## src/rtl/mem_port_arbiter.sv

```systemverilog
// Arbiter for the shared memory port between instruction fetch and load/store, with a tagged 2-cycle read-return pipeline.
// Optional feature: define MEM_ARB_RR_EN for round-robin conflict resolution (default build is fixed data-over-fetch priority).
module mem_port_arbiter #(
    parameter int ADDR_W   = 32,
    parameter int DATA_W   = 32,
    parameter int WAIT_MAX = 4
) (
    input  logic              clk,
    input  logic              reset,
    input  logic              if_req,
    input  logic [ADDR_W-1:0] if_addr,
    output logic              if_gnt,
    output logic              if_rvalid,
    output logic [DATA_W-1:0] if_rdata,
    input  logic              d_req,
    input  logic              d_we,
    input  logic [ADDR_W-1:0] d_addr,
    input  logic [DATA_W-1:0] d_wdata,
    output logic              d_gnt,
    output logic              d_rvalid,
    output logic [DATA_W-1:0] d_rdata,
    output logic              mem_en,
    output logic              mem_r_w,
    output logic [ADDR_W-1:0] mem_address,
    output logic [DATA_W-1:0] mem_in,
    input  logic [DATA_W-1:0] mem_out
);

    typedef enum logic [1:0] {
        OWN_NONE = 2'b00,
        OWN_IF   = 2'b01,
        OWN_D    = 2'b10
    } owner_e;

    localparam logic [3:0] WAIT_MAX_C = 4'(WAIT_MAX);

    logic [3:0]        starv_cnt_r;
    logic              fetch_force_s;
    logic              if_gnt_s;
    logic              d_gnt_s;
    logic              mem_r_w_s;
    logic [ADDR_W-1:0] mem_address_s;
    logic [DATA_W-1:0] mem_in_s;
    owner_e            s1_owner_r;
    logic              s1_read_r;
    logic              if_rvalid_r;
    logic              d_rvalid_r;
    logic [DATA_W-1:0] if_rdata_r;
    logic [DATA_W-1:0] d_rdata_r;
`ifdef MEM_ARB_RR_EN
    logic              rr_ptr_r;    // 0: data preferred, 1: fetch preferred
`endif

    assign fetch_force_s = (starv_cnt_r == WAIT_MAX_C);

    // Grant selection; reset low suppresses every grant
    always_comb begin
        if_gnt_s = 1'b0;
        d_gnt_s  = 1'b0;
        if (!reset) begin
            if_gnt_s = 1'b0;
            d_gnt_s  = 1'b0;
        end else if (fetch_force_s && if_req) begin
            if_gnt_s = 1'b1;
        end else if (if_req && d_req) begin
`ifdef MEM_ARB_RR_EN
            if (rr_ptr_r) begin
                if_gnt_s = 1'b1;
            end else begin
                d_gnt_s = 1'b1;
            end
`else
            d_gnt_s = 1'b1;
`endif
        end else if (d_req) begin
            d_gnt_s = 1'b1;
        end else if (if_req) begin
            if_gnt_s = 1'b1;
        end else begin
            if_gnt_s = 1'b0;
            d_gnt_s  = 1'b0;
        end
    end

    // Memory port mirrors whichever request won; fetch is always a read with zero write data
    always_comb begin
        mem_r_w_s     = 1'b0;
        mem_address_s = {ADDR_W{1'b0}};
        mem_in_s      = {DATA_W{1'b0}};
        if (if_gnt_s) begin
            mem_address_s = if_addr;
        end else if (d_gnt_s) begin
            mem_r_w_s     = d_we;
            mem_address_s = d_addr;
            mem_in_s      = d_wdata;
        end else begin
            mem_r_w_s     = 1'b0;
        end
    end

    // Starvation counter: counts consecutive denied fetch cycles, saturating at the threshold
    always_ff @(posedge clk or negedge reset) begin
        if (!reset) begin
            starv_cnt_r <= 4'd0;
        end else if (!if_req || if_gnt_s) begin
            starv_cnt_r <= 4'd0;
        end else if (starv_cnt_r != WAIT_MAX_C) begin
            starv_cnt_r <= starv_cnt_r + 4'd1;
        end else begin
            starv_cnt_r <= starv_cnt_r;
        end
    end

`ifdef MEM_ARB_RR_EN
    // Round-robin pointer: after any grant the other requester becomes preferred
    always_ff @(posedge clk or negedge reset) begin
        if (!reset) begin
            rr_ptr_r <= 1'b0;
        end else if (if_gnt_s) begin
            rr_ptr_r <= 1'b0;
        end else if (d_gnt_s) begin
            rr_ptr_r <= 1'b1;
        end else begin
            rr_ptr_r <= rr_ptr_r;
        end
    end
`endif

    // Stage 1: remember who owns the access in flight and whether data comes back
    always_ff @(posedge clk or negedge reset) begin
        if (!reset) begin
            s1_owner_r <= OWN_NONE;
            s1_read_r  <= 1'b0;
        end else if (if_gnt_s) begin
            s1_owner_r <= OWN_IF;
            s1_read_r  <= 1'b1;
        end else if (d_gnt_s) begin
            s1_owner_r <= OWN_D;
            s1_read_r  <= ~d_we;
        end else begin
            s1_owner_r <= OWN_NONE;
            s1_read_r  <= 1'b0;
        end
    end

    // Stage 2: route mem_out to the owner; rdata holds between responses
    always_ff @(posedge clk or negedge reset) begin
        if (!reset) begin
            if_rvalid_r <= 1'b0;
            d_rvalid_r  <= 1'b0;
            if_rdata_r  <= {DATA_W{1'b0}};
            d_rdata_r   <= {DATA_W{1'b0}};
        end else begin
            if_rvalid_r <= 1'b0;
            d_rvalid_r  <= 1'b0;
            case (s1_owner_r)
                OWN_IF: begin
                    if (s1_read_r) begin
                        if_rvalid_r <= 1'b1;
                        if_rdata_r  <= mem_out;
                    end
                end
                OWN_D: begin
                    if (s1_read_r) begin
                        d_rvalid_r <= 1'b1;
                        d_rdata_r  <= mem_out;
                    end
                end
                default: begin
                    if_rvalid_r <= 1'b0;
                    d_rvalid_r  <= 1'b0;
                end
            endcase
        end
    end

    assign if_gnt      = if_gnt_s;
    assign d_gnt       = d_gnt_s;
    assign mem_en      = if_gnt_s | d_gnt_s;
    assign mem_r_w     = mem_r_w_s;
    assign mem_address = mem_address_s;
    assign mem_in      = mem_in_s;
    assign if_rvalid   = if_rvalid_r;
    assign d_rvalid    = d_rvalid_r;
    assign if_rdata    = if_rdata_r;
    assign d_rdata     = d_rdata_r;

endmodule

```

## config.mk

```make
export PLATFORM = sky130hd
export DESIGN_NAME = mem_port_arbiter
export DESIGN_NICKNAME = d
export VERILOG_FILES = /design/src/rtl/mem_port_arbiter.sv
export SDC_FILE = /design/constraint.sdc
export NUM_CORES = 1
export LEC_CHECK = 0
export BUFFER_PORTS_ARGS = -buffer_cell sky130_fd_sc_hd__buf_2
export CAP_MARGIN = 5
export CORE_ASPECT_RATIO = 1.5
export CORE_MARGIN = 4
export CORE_UTILIZATION = 30
export DETAILED_ROUTE_END_ITERATION = 10
export HOLD_SLACK_MARGIN = 0.03
export MAX_ROUTING_LAYER = met4
export PLACE_DENSITY = 0.66
export SETUP_SLACK_MARGIN = 0.1
export SYNTH_ARGS = -nofsm -noshare
export SYNTH_HDL_FRONTEND = slang
export SYNTH_SLANG_ARGS = --single-unit
```

## constraint.sdc

```tcl
create_clock -name clk -period 1.33 [get_ports clk]
set_input_delay 0.0665 -clock clk [delete_from_list [all_inputs] [get_ports clk]]
set_output_delay 0.0665 -clock clk [all_outputs]
set_load 0.02 [all_outputs]
```

==> results of run 1 <==
-- path summary, 6_finish.rpt --
| kind | from | to | slack, ps | cells past startpoint |
|---|---|---|---|---|
| max | starv_cnt_r[0] | mem_address[14] | -630 | 8 |
| min | reset | if_rdata[11] | 0.2 | 2 |
| max reg2reg | starv_cnt_r[0] | s1_read_r | -70 | 7 |
| min reg2reg | d_rdata[14] | d_rdata[14] | 510 | 1 |
| max in group asynchronous | reset | if_rdata[25] | 790 | 2 |
| min in group clk | if_req | s1_owner_r[1] | 50 | 2 |
-- flip-flops by register name, indices dropped and copies added (netlist names) --
register     flops
s1_owner_r       2
if_rvalid        1
d_rdata         32
if_rdata        32
s1_read_r        1
d_rvalid         1
starv_cnt_r      4
-- cell families after synthesis --
logic type / count (synthesis) / synth area share (%)
AO/OA/AOI/OAI: 39 / 10.1
adder cells (fa/ha/maj): 2 / 0.741
XOR/XNOR: 2 / 0.519
buffers and inverters: 21 / 4.41
multiplexers: 66 / 21.9
flip-flops: 73 / 54.1
AND/OR/NAND/NOR: 44 / 8.19
-- stage by stage --
stage               TNS (ps)  instance area, um^2
detailed placement    -17350                 5250
global placement      -13910                 5250
finish                -41270                 7030
floorplan              -6620                 3730
CTS                   -41260                 6750
global route          -47790                 7030
-- layout by cell type, fill, tap and decap left out, types with 3 or more instances in the layout --
| cell type | count |
|---|---|
| buf_2 | 204 |
| bufinv_16 | 3 |
| buf_12 | 10 |
| buf_6 | 64 |
| buf_4 | 14 |
| a22o_4 | 30 |
| mux2_2 | 21 |
| clkbuf_16 | 14 |
| and2_4 | 29 |
| dfrtp_1 | 73 |
| dlygate4sd3_1 | 34 |
| buf_16 | 7 |
| nor3_1 | 3 |
| mux2_4 | 43 |
| inv_1 | 3 |
| and2_2 | 4 |
-- cell usage after synthesis --
library cell  count  area [um^2]
nand3_1           1         5.00
xnor2_1           2         17.5
o21bai_1          1         7.51
nand2_1           2         7.51
a22o_1           32          280
mux2_2           51          574
mux2i_1           2         20.0
nor3_1            3         15.0
nor2_1            1         3.75
a21oi_2           1         8.76
ha_1              2         25.0
a211oi_1          1         7.51
a21oi_1           1         5.00
buf_6             8         90.1
and3b_4           1         12.5
clkbuf_2          1         5.00
buf_2             7         35.0
a21boi_0          1         7.51
nand3b_2          1         11.3
a21oi_4           1         16.3
and2_1           33          206
mux2_1           13          146
dfrtp_1          73         1830
o21a_1            1         7.51
inv_1             5         18.8
nand3b_1          2         15.0
-- critical path, delay by kind of cell (launching register included) --
family                   cells  cell delay, ps
AO/OA/AOI/OAI                2             300
adder cells (fa/ha/maj)      1             140
buffers and inverters        4             520
flip-flops                   1             380
AND/OR/NAND/NOR              1             220
-- layer usage --
metal,GRT usage (%),vias to the layer above
met5,-,-
met4,4.41,0
met3,5.65,13
met2,41.2,210
met1,22.8,1687
li1,-,1564
-- area by class of cell --
type                       instances  area [um^2]  share of cell area [%]
antenna                            1         2.50                  0.0356
timing repair buffer             339         2720                    38.7
tap                              147          184                    2.62
multi-input combinational        153         1930                    27.5
clock buffer                      10          229                    3.26
inverter                           5         18.8                   0.267
sequential                        73         1830                    26.0
clock inverter                     6          115                    1.64
-- power by group through the flow --
| stage | registers (uW) | logic [uW] | clock network, uW |
|---|---|---|---|
| 3_5_place_dp | 3130 | 2840 | 0 |
| 3_3_place_gp | 3100 | 2790 | 0 |
| 5_1_grt | 3200 | 3700 | 2910 |
| 2_1_floorplan | 3830 | 946 | 0 |
| 6_report | 3160 | 3510 | 2760 |
| 4_1_cts | 3110 | 3390 | 2800 |
-- timing repair --
item,4_1_cts,5_1_grt
gates cloned,8,5
setup endpoints to repair,110,137
setup buffers,5,7
hold endpoints to repair,69,0
hold buffers,34,0
pin swaps,6,10
resized for setup,169,33
==> impl_metrics.py, run 1 <==
metrics = {
    "run_status": {
        "status": "finished, violations left",
        "violations": "negative setup slack",
    },
    "grt": {
        "antenna_found_initial": 1,
        "grt_pass1_wl_um": 20900,
        "grt_max_degree": 70,
        "overflow": 0,
        "grt.total_usage_pct": 21.9,
        "grt_pass1_vias": 3846,
    },
    "critical_path": {
        "path_cells": "inv_2 > ha_4 > and3b_4 > a21oi_4 > buf_12 > clkbuf_16 > a22o_4 > buf_6",
        "path_class": "reg -> out",
        "slowest_delay_ps": 380,
        "cp-start-kind": "flop",
        "critical_path_required_ps": 1260,
        "worstPathArrival_ps": 1890,
        "end_kind": "output pin",
        "slowest_stage": "dfrtp_1",
        "crit_path_max_fanout": 6,
    },
    "synth": {
        "yosys_warnings": 0,
        "syn_inst": 247,
        "seq_area_frac_synth_pct": 54.1,
        "synth_seq_cells": 73,
        "synth_area_mm2": 0.00338,
        "synthesis.nets": 382,
        "synth_cell_types": 26,
        "avgSynthCellArea_um2": 13.7,
    },
    "drt": {
        "met2_length_um": 8430,
        "wl_per_cell_um": 20.6,
        "postRouteAntennaNets": 0,
        "drt_iter0_drc": 141,
        "maxUsedRoutingLayer": "met4",
        "vias": 3474,
        "drt-total-wl_um": 15200,
        "dr_wl_met3_um": 1330,
        "routed_via_density": 4.73,
        "drt-met1-wl_um": 5240,
        "dr.pass1.iters": 4,
        "drc": 0,
    },
    "die": {
        "initial_core_util_pct": 30.7,
        "dieArea_mm2": 0.0130,
        "coreArea_mm2": 0.0110,
        "pin_count": 267,
        "row_count": 47,
        "fp.dieW_um": 94.6,
        "die_y_um": 138,
    },
    "clock_network": {
        "clk_latency_ps": 320,
        "cts_tree": "yes",
        "clkTransAtPathRegs_ps": 60,
        "cts-root-buf": "clkbuf_16",
        "cts.sinks": 73,
        "htree_levels": 3,
        "cts_buffer_depth": 2,
        "cts_inserted_buffers": 9,
    },
    "sta": {
        "final.setup.worst_slack_ps": -631,
        "hold_ws_ps": 0.159,
        "rsz0062_at_grt": "true",
        "period_needed_ps": 1960,
        "slew_viol_final": 0,
        "fin_skew_ps": 6.70,
        "finalHoldViolCount": 0,
        "max_freq_ghz": 0.510,
        "fin_crit_sh_pct": 147,
        "relSlewSlack_pct": 44.4,
        "tightest_slew_ps": 834,
        "setup-violations-final": 95,
    },
    "power_and_ir_drop": {
        "p_leak_uw": 0.00373,
        "power_density_mw_per_mm2": 1340,
        "p_sw_uw": 3040,
        "switching_share_pct": 32.2,
        "finalPower_uw": 9440,
        "pwr-share-seq_pct": 33.5,
        "ir_drop_uv": 632,
        "power_frac_clock_pct": 29.3,
        "p_comb_share_pct": 37.2,
        "cellInternalPower_uw": 6390,
    },
    "finish": {
        "layoutNonFillerInstCount": 734,
        "syn_to_final_growth_pct": 108,
        "fin_util_pct": 63.9,
        "drive_gt1_share_pct": 77.6,
        "fill_cells": 807,
        "nets": 716,
    },
    "place": {
        "dp_slack_ps": -303,
        "port_buffers": 266,
        "gp_congestion": 0.762,
        "dp.cells": 658,
        "hpwl_um": 9700,
    },
    "min_path": {
        "hp-class": "in -> async",
    },
    "run": {
        "drv_cap": 0,
    },
}
No activity file was read; power rests on OpenSTA's default activity.
==> inputs of run 2 (changes only) <==
--- a/config.mk
+++ b/config.mk
@@ -13,7 +13,7 @@
 export DETAILED_ROUTE_END_ITERATION = 10
 export HOLD_SLACK_MARGIN = 0.03
 export MAX_ROUTING_LAYER = met4
-export PLACE_DENSITY = 0.66
+export PLACE_DENSITY = 0.76
 export SETUP_SLACK_MARGIN = 0.1
 export SYNTH_ARGS = -nofsm -noshare
 export SYNTH_HDL_FRONTEND = slang
==> impl_metrics.py, run 2 (synthesis results as in run 1) <==
metrics = {
    "critical_path": {
        "crit_path_max_fanout": 8,
        "slowest_stage": "dfrtp_1",
        "slowest_delay_ps": 360,
        "critical_path_required_ps": 1260,
        "crit_path_frequent_cell": "buf_6",
        "path_class": "reg -> out",
        "cp-start-kind": "flop",
        "worstPathArrival_ps": 1870,
        "crit_family": "buffers and inverters",
        "end_kind": "output pin",
        "path_buf_inv": 4,
        "path_cells": "inv_2 > ha_4 > and3b_4 > a21oi_4 > buf_6 > buf_12 > and2_4 > buf_6",
    },
    "die": {
        "die_y_um": 138,
        "initial_core_util_pct": 30.7,
        "dieArea_mm2": 0.0130,
        "coreArea_mm2": 0.0110,
        "row_count": 47,
        "fp.dieW_um": 94.6,
        "pin_count": 267,
    },
    "sta": {
        "fin_skew_ps": 4.94,
        "final.setup.worst_slack_ps": -608,
        "finalHoldViolCount": 0,
        "fin_crit_sh_pct": 146,
        "period_needed_ps": 1940,
        "tightest_slew_ps": 911,
        "slew_viol_final": 0,
        "rsz0062_at_grt": "true",
        "setup-violations-final": 96,
        "final.setup.tns_ps": -39350,
        "max_freq_ghz": 0.516,
        "relSlewSlack_pct": 39.3,
    },
    "min_path": {
        "hp-class": "in -> reg",
    },
    "drt": {
        "dr.pass1.iters": 4,
        "drt_iter0_drc": 136,
        "drt-total-wl_um": 15000,
        "drc": 0,
        "postRouteAntennaNets": 0,
        "vias": 3433,
        "routed_via_density": 4.70,
        "wl_per_cell_um": 20.6,
    },
    "clock_network": {
        "cts_buffer_depth": 2,
        "htree_levels": 3,
        "cts.sinks": 73,
        "cts_inserted_buffers": 9,
        "clkTransAtPathRegs_ps": 50,
        "clk_latency_ps": 320,
        "cts-root-buf": "clkbuf_16",
        "cts_tree": "yes",
    },
    "power_and_ir_drop": {
        "power_frac_clock_pct": 27.8,
        "ir_drop_uv": 736,
        "pwr-share-seq_pct": 34.1,
        "cellInternalPower_uw": 6240,
        "switching_share_pct": 32.2,
        "p_sw_uw": 2960,
        "p_comb_share_pct": 38.1,
        "p_leak_uw": 0.00373,
        "power_density_mw_per_mm2": 1330,
    },
    "finish": {
        "antennaDiodeCount": 0,
        "multi_input_area_mm2": 0.00196,
        "nets": 715,
        "layout.cells.most_common": "buf_2",
        "syn_to_final_growth_pct": 104,
        "seqCellArea_mm2": 0.00183,
        "drive_gt1_share_pct": 77.7,
        "fin_util_pct": 62.7,
        "fill_cells": 816,
        "layout_common_cells": "buf_2, dfrtp_1, buf_6",
    },
    "place": {
        "port_buffers": 266,
        "hpwl_um": 10300,
        "gp_congestion": 0.888,
    },
    "run_status": {
        "status": "finished, violations left",
        "violations": "negative setup slack",
    },
    "grt": {
        "antenna_found_initial": 0,
        "overflow": 0,
        "grt_max_degree": 74,
        "grt_pass1_wl_um": 20600,
        "grt.total_usage_pct": 22.1,
        "grt_pass1_vias": 3722,
    },
    "run": {
        "drv_cap": 0,
    },
}
==> run 2: cell types whose count changed in the layout (fill, tap and decap cells not counted), moves of 2 or more <==
cell,change
mux2_2,-11
mux2_4,+11
and2_2,+10
and2_4,-10
buf_2,+8
buf_12,-4
buf_6,-3
a22o_1,+2
a22o_4,-2
buf_16,-2
==> run 2: worst paths after layout <==
kind	startpoint	endpoint	slack (ps)	cells past startpoint
hold / removal	if_req	starv_cnt_r[0]	110	3
max in group asynchronous	reset	d_rdata[27]	590	3
setup reg to reg	starv_cnt_r[1]	s1_read_r	-140	7
setup / recovery	starv_cnt_r[1]	mem_in[28]	-610	8
min in group asynchronous	reset	if_rdata[1]	150	3
hold reg to reg	d_rdata[5]	d_rdata[5]	500	1
==> run 2: power groups by stage <==
| stage | Combinational (uW) | Sequential, uW | Clock (uW) |
|---|---|---|---|
| floorplan | 946 | 3830 | 0 |
| CTS | 3360 | 3110 | 2620 |
| global placement | 2790 | 3090 | 0 |
| global route | 3700 | 3200 | 2730 |
| finish | 3510 | 3140 | 2560 |
| detailed placement | 2850 | 3130 | 0 |
==> run 2: cell type report <==
class	instances	share of cell area [%]
tap	147	2.67
sequential	73	26.5
timing repair buffer	338	37.6
multi-input combinational	153	28.4
inverter	5	0.272
clock inverter	4	1.12
clock buffer	11	3.52
==> run 2: what timing repair did <==
item,CTS,global route
hold endpoints to repair,66,0
setup endpoints to repair,120,138
hold buffers,34,0
gates resized for setup,125,61
setup buffers,6,4
gates cloned,5,6
pin swaps,5,7
==> run 2: stage by stage <==
| step | hold slack, ps | worst slack (ps) | instance area [um^2] | power, uW | std cells |
|---|---|---|---|---|---|
| global route | 134 | -708 | 6900 | 9630 | 731 |
| CTS | 92.4 | -632 | 6530 | 9100 | 721 |
| floorplan | -229 | -135 | 3730 | 4770 | 247 |
| finish | 114 | -608 | 6900 | 9210 | 731 |
| detailed placement | 275 | -358 | 5270 | 5980 | 661 |
| global placement | 275 | -292 | 5270 | 5890 | 661 |
==> run 2: worst min-delay path, cell delays in order <==
cell and delay [ps]:
buf_2 140, inv_1 130, nor3_2 60
==> run 2: routing by layer <==
layer	vias to the layer above	global-route usage, %	part of all wire, %
met5	-	-	0
met4	0	8.03	1.7
met3	20	5.54	8.6
met2	203	37.5	52
met1	1656	25.2	38
li1	1554	-	-
